[config.mk]
export PLATFORM = sky130hd
export DESIGN_NAME = stm_swapchain_multi
export DESIGN_NICKNAME = d
export VERILOG_FILES = /design/src/rtl/stm_pkg.sv /design/src/rtl/stm_wrap_detect.sv /design/src/rtl/stm_swapchain_multi.sv
export SDC_FILE = /design/constraint.sdc
export NUM_CORES = 1
export LEC_CHECK = 0
export CORE_ASPECT_RATIO = 0.8
export CORE_MARGIN = 2
export CORE_UTILIZATION = 30
export DETAILED_ROUTE_END_ITERATION = 10
export GPL_TIMING_DRIVEN = 0
export PLACE_DENSITY = 0.58
export RECOVER_POWER = 25
export SKIP_CTS_REPAIR_TIMING = 1
export SLEW_MARGIN = 20
export SYNTH_ARGS = -nofsm -noshare
export SYNTH_HDL_FRONTEND = slang
export SYNTH_SLANG_ARGS = --single-unit
[constraint.sdc]
create_clock -name CLK -period 4.4 [get_ports CLK]
set_clock_uncertainty 0.2 [all_clocks]
set_input_delay 0.44 -clock CLK [delete_from_list [all_inputs] [get_ports CLK]]
set_output_delay 0.44 -clock CLK [all_outputs]
set_load 0.02 [all_outputs]
[src/rtl/stm_pkg.sv]
// stm_pkg: shared types and constants for the STM segment swapchain
package stm_pkg;
  typedef enum logic [1:0] {
    MODE_IMMEDIATE = 2'd0,
    MODE_SYNC_IDX  = 2'd1,
    MODE_EXT_TRIG  = 2'd2,
    MODE_RESERVED  = 2'd3
  } transition_mode_t;
  typedef enum logic [1:0] {
    ST_RUN     = 2'd0,
    ST_WAIT    = 2'd1,
    ST_COUNT   = 2'd2,
    ST_STOPPED = 2'd3
  } swapchain_state_t;
  localparam logic [63:0] REP_INFINITE = '1;
endpackage

[src/rtl/stm_wrap_detect.sv]
// stm_wrap_detect: registers one segment index and flags its return to zero
module stm_wrap_detect #(
  parameter int IDX_WIDTH = 16
) (
  input  logic                 CLK,
  input  logic                 RST,
  input  logic [IDX_WIDTH-1:0] idx_in,
  output logic [IDX_WIDTH-1:0] idx_out,
  output logic                 wrap
);
  always_ff @(posedge CLK) idx_out <= RST ? '0 : idx_in;
  always_comb wrap = idx_in == '0 && idx_out != '0;
endmodule

[src/rtl/stm_swapchain_multi.sv]
// stm_swapchain_multi: selects the active STM segment and counts its loop repetitions
module stm_swapchain_multi
  import stm_pkg::*;
#(
  parameter int NUM_SEGMENTS = 2,
  parameter int IDX_WIDTH = 16,
  parameter int REP_WIDTH = 32,
  localparam int SEG_WIDTH = $clog2(NUM_SEGMENTS)
) (
  input  logic                                   CLK,
  input  logic                                   RST,
  input  logic                                   UPDATE_SETTINGS,
  input  logic [SEG_WIDTH-1:0]                   REQ_SEGMENT,
  input  logic [1:0]                             REQ_MODE,
  input  logic [NUM_SEGMENTS-1:0][REP_WIDTH-1:0] REP,
  input  logic                                   EXT_TRIG,
  input  logic [NUM_SEGMENTS-1:0][IDX_WIDTH-1:0] IDX_IN,
  output logic [SEG_WIDTH-1:0]                   SEGMENT,
  output logic                                   STOP,
  output logic                                   PENDING,
  output logic [NUM_SEGMENTS-1:0][IDX_WIDTH-1:0] IDX_OUT
);
  localparam logic [REP_WIDTH-1:0] INF = REP_INFINITE[REP_WIDTH-1:0];
  swapchain_state_t state, run_state, base;
  transition_mode_t req_mode;
  logic [SEG_WIDTH-1:0] req_seg, nxt_seg;
  logic [REP_WIDTH-1:0] req_rep, cur_rep, loop_cnt, nxt_rep;
  logic [NUM_SEGMENTS-1:0] wrap;
  logic upd, upd_imm, trig, take, cnt_wrap;
  for (genvar k = 0; k < NUM_SEGMENTS; k++) begin : g_seg
    stm_wrap_detect #(.IDX_WIDTH(IDX_WIDTH)) u_wrap (
      .CLK(CLK),
      .RST(RST),
      .idx_in(IDX_IN[k]),
      .idx_out(IDX_OUT[k]),
      .wrap(wrap[k])
    );
  end
  // run_state keeps the active segment's counting status alive while a request waits
  always_comb begin
    upd = UPDATE_SETTINGS && int'(REQ_SEGMENT) < NUM_SEGMENTS;
    upd_imm = REQ_MODE == MODE_IMMEDIATE || REQ_MODE == MODE_RESERVED;
    base = state == ST_WAIT ? run_state : state;
    trig = state == ST_WAIT && (req_mode == MODE_SYNC_IDX ? wrap[req_seg] : EXT_TRIG);
    take = upd ? upd_imm : trig;
    nxt_seg = upd ? REQ_SEGMENT : req_seg;
    nxt_rep = upd ? REP[REQ_SEGMENT] : req_rep;
    cnt_wrap = base == ST_COUNT && wrap[SEGMENT];
    PENDING = state == ST_WAIT;
  end
  always_ff @(posedge CLK) begin
    if (RST) begin
      state <= ST_RUN;
      run_state <= ST_RUN;
      SEGMENT <= '0;
      STOP <= 1'b0;
      req_seg <= '0;
      req_mode <= MODE_IMMEDIATE;
      req_rep <= INF;
      cur_rep <= INF;
      loop_cnt <= '0;
    end else if (take) begin
      SEGMENT <= nxt_seg;
      cur_rep <= nxt_rep;
      loop_cnt <= '0;
      STOP <= 1'b0;
      state <= nxt_rep == INF ? ST_RUN : ST_COUNT;
    end else if (upd) begin
      state <= ST_WAIT;
      run_state <= base;
      req_seg <= REQ_SEGMENT;
      req_mode <= transition_mode_t'(REQ_MODE);
      req_rep <= REP[REQ_SEGMENT];
    end else if (cnt_wrap) begin
      if (loop_cnt == cur_rep) begin
        STOP <= 1'b1;
        run_state <= ST_STOPPED;
        state <= state == ST_WAIT ? ST_WAIT : ST_STOPPED;
      end else begin
        loop_cnt <= loop_cnt + REP_WIDTH'(1);
      end
    end
  end
endmodule

==> results of run 1 <==
[cell usage in the layout, fill, tap and decap left out, types with 3 or more instances in the layout]
cell type	n
a211o_1	64
bufinv_16	3
or3_1	6
mux2_2	37
clkinv_2	7
nand4_1	14
clkdlybuf4s50_1	126
nand3_1	15
nor3_1	22
nor3b_1	13
nand2_1	21
mux2i_1	34
dlygate4sd3_1	8
buf_1	5
nor2b_1	34
buf_2	17
clkbuf_16	17
and3_1	4
dfxtp_1	137
nor4_1	37
nor2_1	85
and4_1	4
or4_1	17
a21oi_1	35
clkbuf_1	33
xor2_1	33
inv_1	5
o31ai_1	15
nand2b_1	3
o21ai_0	4
[worst max-delay path, delay by kind of cell]
kind / cells / cell delay, ns
and+or+nand+nor: 5 / 1.60
buffers and inverters: 2 / 0.70
muxes: 1 / 0.39
[final timing paths]
| check | startpoint | end | cells after the start | slack [ns] |
|---|---|---|---|---|
| setup / recovery | IDX_IN[17] | loop_cnt[5]$_SDFFE_PP0P_ | 8 | 1.38 |
| hold reg to reg | req_rep[8]$_SDFFE_PP1N_ | req_rep[8]$_SDFFE_PP1N_ | 1 | 0.26 |
| hold / removal | req_rep[8]$_SDFFE_PP1N_ | req_rep[8]$_SDFFE_PP1N_ | 1 | 0.26 |
| setup reg to reg | loop_cnt[5]$_SDFFE_PP0P_ | loop_cnt[17]$_SDFFE_PP0P_ | 7 | 1.39 |
[layer usage]
metal  GRT usage (%)  wire length [um]
met5               0                 0
met4            4.70               140
met3            4.31              1260
met2            27.6              8600
met1            25.0             10100
[power by group through the flow]
stage	combinational (W)	sequential [W]	clock, W
floorplan	0.000285	0.00142	0
global placement	0.000516	0.00141	0
detailed placement	0.000518	0.00141	0
CTS	0.000521	0.00139	0.00147
global route	0.000571	0.00140	0.00152
finish	0.000518	0.00139	0.00145
[kinds of logic after synthesis]
| logic type | Yosys count |
|---|---|
| adders and majority gates | 1 |
| DFF | 137 |
| xor gates and xnor gates | 33 |
| AOI/OAI and AO/OA | 128 |
| and+or+nand+nor | 289 |
| muxes | 71 |
| buffers and inverters | 61 |
[flip-flops by register name (all words and copies together) (netlist names), 2 cells and up]
signal and count:
loop_cnt 32, req_rep 32, req_mode 2, cur_rep 32, state 2, g_seg.u_wrap.idx_out 32, run_state 2
[layout make-up]
type,count,area [um^2],share of cell area (%)
clock buffers,17,425,4.79
clock inverters,14,158,1.78
flip-flops and latches,137,2740,30.9
inverters,5,18.8,0.211
multi-input cells,522,3610,40.7
repair buffers,134,1340,15.1
well taps,275,344,3.88
plain buffers,56,235,2.65
[through the flow]
step	cells	cell area (um^2)	setup WS [ns]
floorplan	720	6610	2.01
global placement	1129	8290	0.970
detailed placement	1129	8290	0.935
CTS	1160	8880	1.39
global route	1160	8870	1.10
finish	1160	8870	1.38
==> results.toml, run 1 <==
[run_status]
status = "finished, final reports clean"

[global_route]
grt_pass1_wl_mm = 32.0
antenna_found_initial = 0
grt_usage_pct = 17.9
grt_overflow_total = 0
grt_max_degree = 17
grt_pass1_vias = 5954

[sta]
slew_viol_final = 0
fin_crit_sh_pct = 68.6
hold_viol_final = 0
rsz0062_at_grt = "no"
tns_ns = 0
setup_viol = 0
max-slew-margin-rel_pct = 46.1
max_freq_mhz = 331
tightest_slew_ns = 0.808
holdWs_ns = 0.262
min_period_ns = 3.02

[worst_setup_path]
critical_path_class = "in -> reg"
cp-end-kind = "flop"
crit_top_cell = "nor4_1"
crit_fanout = 10
worstSetupStartpointType = "primary input"
cpPeakStageDelay_ns = 0.46
worst_path_max_delay_cell = "nor4_1"
cp.arrival_ns = 3.12
required_ns = 4.51
worstPathCellList = "clkdlybuf4s50_1 > nor4_1 > nand4_1 > nor4_1 > nor2_1 > clkbuf_1 > nor4_1 > mux2_2"

[power]
p_int_w = 0.00247
combPwrFrac_pct = 15.5
ir_drop_mv = 0.256
p_sw_w = 0.000886
power_density_nw_per_um2 = 378
seq_power_share_pct = 41.4
finalPower_w = 0.00335
power_leakage_nw = 3.31
p_sw_share_pct = 26.4
p_clk_share_pct = 43.2

[final_layout]
final_core_util_pct = 41.0
drive_gt1_share_pct = 10.6
n_antenna_cell = 0
synthToLayoutAreaGrowth_pct = 34.3
layout.nets = 977
fillers = 2184

[clocking]
h-tree-depth = 4
clock-root-buffer = "clkbuf_16"
cts_tree = "built"
clk_pin_slew_ns = 0.06
cts-buffers-inserted = 17
clockBufferDepth = 2
cts_sinks = 137
clk_latency_ns = 0.43

[synth]
yosys.area_share.simple_pct = 24.3
synth.most_common_cell = "dfxtp_1"
synth_top_cells_by_count = "137 x dfxtp_1, 85 x nor2_1, 64 x a211o_1, 37 x mux2_2, 37 x nor4_1"
synth_cell_type_count = 47
synth_xor_area_share_pct = 4.37
synthAdderAreaFrac_pct = 0.189
ys_seq_elements = 137
netlist_instances = 720
ys.flop_type = "dfxtp_1"
synth_enable_flop_cells = 0
synth-seq-area-share_pct = 41.5
synth_top_family_by_area = "simple AND/OR/NAND/NOR gates"
yosysWarnings = 0
synthMuxAreaShare_pct = 11.5
synthTopCellsByArea = "dfxtp_1 42%, a211o_1 8.5%, mux2_2 6.3%, mux2i_1 5.2%, nor2_1 4.8%"
synth_compound_area_share_pct = 14.3
synth.top_cell.area_share_pct = 41.5
yosys.area.top_type = "dfxtp_1"
synth_nets = 824
syn_avg_cell_area_um2 = 9.18
ys_async_sr_fraction_pct = 0
netlist_area_um2 = 6610

[routing]
drt_first_pass_iters = 5
drtIter0Drc = 394
vias_per_cell = 5.23
wire_per_inst_um = 17.3
via_count = 6069
ant_nets = 0
remaining_drc_errors = 0
wl_mm = 20.1

[die]
ios = 138
num_rows = 48
fp.dieH_um = 137
die_area_um2 = 23200
initial_utilization_pct = 30.6
core_um2 = 21600
dieWidth_um = 170

[hold_path]
hp-class = "reg -> reg"

[place]
dp_hpwl_mm = 15.4
io_buffer_count = 134
gp_congestion = 0.830

[flow_run]
max-cap-violations = 0
(Power assumes the default switching activity.)
==> run 2, diff against run 1 <==
Settings changed: PLACE_DENSITY 0.58 to 0.6.
Clock period 4.4 ns to 2.6 ns, I/O delays scaled along.
==> run 2 against run 1 <==
Net effect:
- setup slack got worse by 1.3 ns
- non-clock buffer count increased by 5
- first-iteration DRC count rose by 17%
- final area is 3.4% higher
- largest power group unchanged
- combinational power grew 74%
- die area stayed put
- sequential power up 69%
- via count is 2.0% higher
- critical path depth increased by 2
==> results.toml, run 2 (synthesized netlist as in run 1, its figures left out) <==
[sta]
min_period_ns = 2.55
final.setup.worst_slack_ns = 0.0485
max-slew-margin-rel_pct = 55.5
tightest_slew_ns = 0.667
max_freq_mhz = 392
slew_viol_final = 0
setup_viol = 0
hold_viol_final = 0
fin_crit_sh_pct = 98.1

[final_layout]
final_cell_mix = "131 x dfxtp_1, 128 x clkdlybuf4s50_1, 84 x nor2_1"
n_antenna_cell = 0
layout.nets = 982
drive_gt1_share_pct = 15.5
fillers = 2106
fin_cells = 1166
final_common_cell = "dfxtp_1"
synthToLayoutAreaGrowth_pct = 38.8

[hold_path]
hp-start = "UPDATE_SETTINGS"
whs_endpoint = "req_seg$_SDFFE_PP0N_"
hp-class = "in -> reg"
hold_depth = 4

[die]
dieWidth_um = 170
num_rows = 48
fp.dieH_um = 137
die_area_um2 = 23200
initial_utilization_pct = 30.6
ios = 138
core_um2 = 21600

[global_route]
grt_overflow_total = 0
grt_pass1_wl_mm = 32.3
antenna_found_initial = 0
grt_max_degree = 17
grt_usage_pct = 17.9
grt_pass1_vias = 6072

[power]
ir_drop_mv = 0.406
p_sw_w = 0.00153
combPwrFrac_pct = 15.7
power_leakage_nw = 3.45
p_clk_share_pct = 43.4
p_sw_share_pct = 26.7
p_int_w = 0.00421
power_density_nw_per_um2 = 626
seq_power_share_pct = 40.9

[worst_setup_path]
crit_fanout = 10
critical_path_class = "in -> reg"
cp.arrival_ns = 2.67
r2r_slack_ns = 0.09
r2r_cells = 8
cpPeakStageDelay_ns = 0.44
r2r-end = "loop_cnt[17]$_SDFFE_PP0P_"
worstPathCellList = "clkdlybuf4s50_1 > nor4_2 > nand4_1 > o2111ai_2 > and3_1 > clkbuf_4 > buf_6 > buf_4 > nor2_1 > a211o_1"
worstSetupStartpointType = "primary input"
worst_path_max_delay_cell = "clkdlybuf4s50_1"
required_ns = 2.72
cp-end-kind = "flop"
timing.rr.start = "loop_cnt[28]$_SDFFE_PP0P_"

[routing]
drtIter0Drc = 461
drt_first_pass_iters = 5
wl_met2_mm = 8.68
remaining_drc_errors = 0
via_count = 6192
vias_per_cell = 5.31
wire_per_inst_um = 17.4
routed.top_layer = "met4"
wl_met1_mm = 9.98
ant_nets = 0
wl_met3_mm = 1.50
wl_mm = 20.3

[place]
dp_hpwl_mm = 15.3
dp_cells = 1129
post-place-ws_ns = -0.678
gp_congestion = 0.868
io_buffer_count = 134

[clocking]
cts_tree = "built"
clock-root-buffer = "clkbuf_16"
cts-buffers-inserted = 17
clk_pin_slew_ns = 0.07
clk_latency_ns = 0.43
cts_sinks = 137
clockBufferDepth = 2
h-tree-depth = 4

[flow_run]
max-cap-violations = 0

[run_status]
status = "finished, final reports clean"
## run 2: area by class of cell
class | instances | area [um^2] | area share (%)
Timing Repair Buffer | 139 | 1380 | 15.0
Tap cell | 275 | 344 | 3.75
Sequential cell | 137 | 2750 | 30.0
Buffer | 56 | 292 | 3.18
Clock inverter | 13 | 166 | 1.81
Multi-Input combinational cell | 522 | 3790 | 41.3
Inverter | 5 | 18.8 | 0.205
Clock buffer | 19 | 433 | 4.72
## run 2: worst max-delay path by stage
stage | from | end | slack [ns] | cells past startpoint
floorplan | state[0]$_SDFFE_PP0P_ | req_rep[19]$_SDFFE_PP1N_ | 0.27 | 9
global placement | IDX_IN[16] | loop_cnt[5]$_SDFFE_PP0P_ | -0.67 | 8
detailed placement | IDX_IN[16] | loop_cnt[5]$_SDFFE_PP0P_ | -0.68 | 8
CTS | loop_cnt[5]$_SDFFE_PP0P_ | loop_cnt[26]$_SDFFE_PP0P_ | -0.32 | 8
global route | IDX_IN[7] | req_rep[24]$_SDFFE_PP1N_ | -0.06 | 10
finish | IDX_IN[7] | req_rep[26]$_SDFFE_PP1N_ | 0.05 | 10
## run 2: metal layers
metal | vias to the layer above | global-route usage (%)
met2 | 217 | 27.8
met4 | 0 | 4.89
li1 | 2980 | -
met5 | - | 0
met1 | 2979 | 25.2
met3 | 16 | 3.99
## run 2: power groups by stage
stage	logic, W	registers (W)	clock network (W)
after floorplan	0.000482	0.00240	0
after detailed placement	0.000876	0.00239	0
final	0.000901	0.00235	0.00249
after global placement	0.000869	0.00239	0
after CTS	0.000882	0.00235	0.00252
after global routing	0.000989	0.00236	0.00263
## run 2: per-stage QoR
stage / util (%) / hold slack [ns] / setup TNS (ns) / total power (W) / cell area (um^2)
after detailed placement: 38.4 / 0.249 / -47.48 / 0.00327 / 8290
after CTS: 41.1 / 0.0817 / -10.91 / 0.00575 / 8890
final: 42.4 / 0.0965 / 0 / 0.00574 / 9170
after global placement: 38.4 / 0.241 / -46.64 / 0.00326 / 8290
after floorplan: - / 0.188 / 0 / 0.00288 / 6610
after global routing: 42.4 / 0.110 / -1.20 / 0.00598 / 9170
## run 2: critical path: cells and delay by family
kind	cells	cell delay [ns]
buffers and inverters	4	0.99
AND/OR/NAND/NOR	4	0.85
AO/OA/AOI/OAI	2	0.56
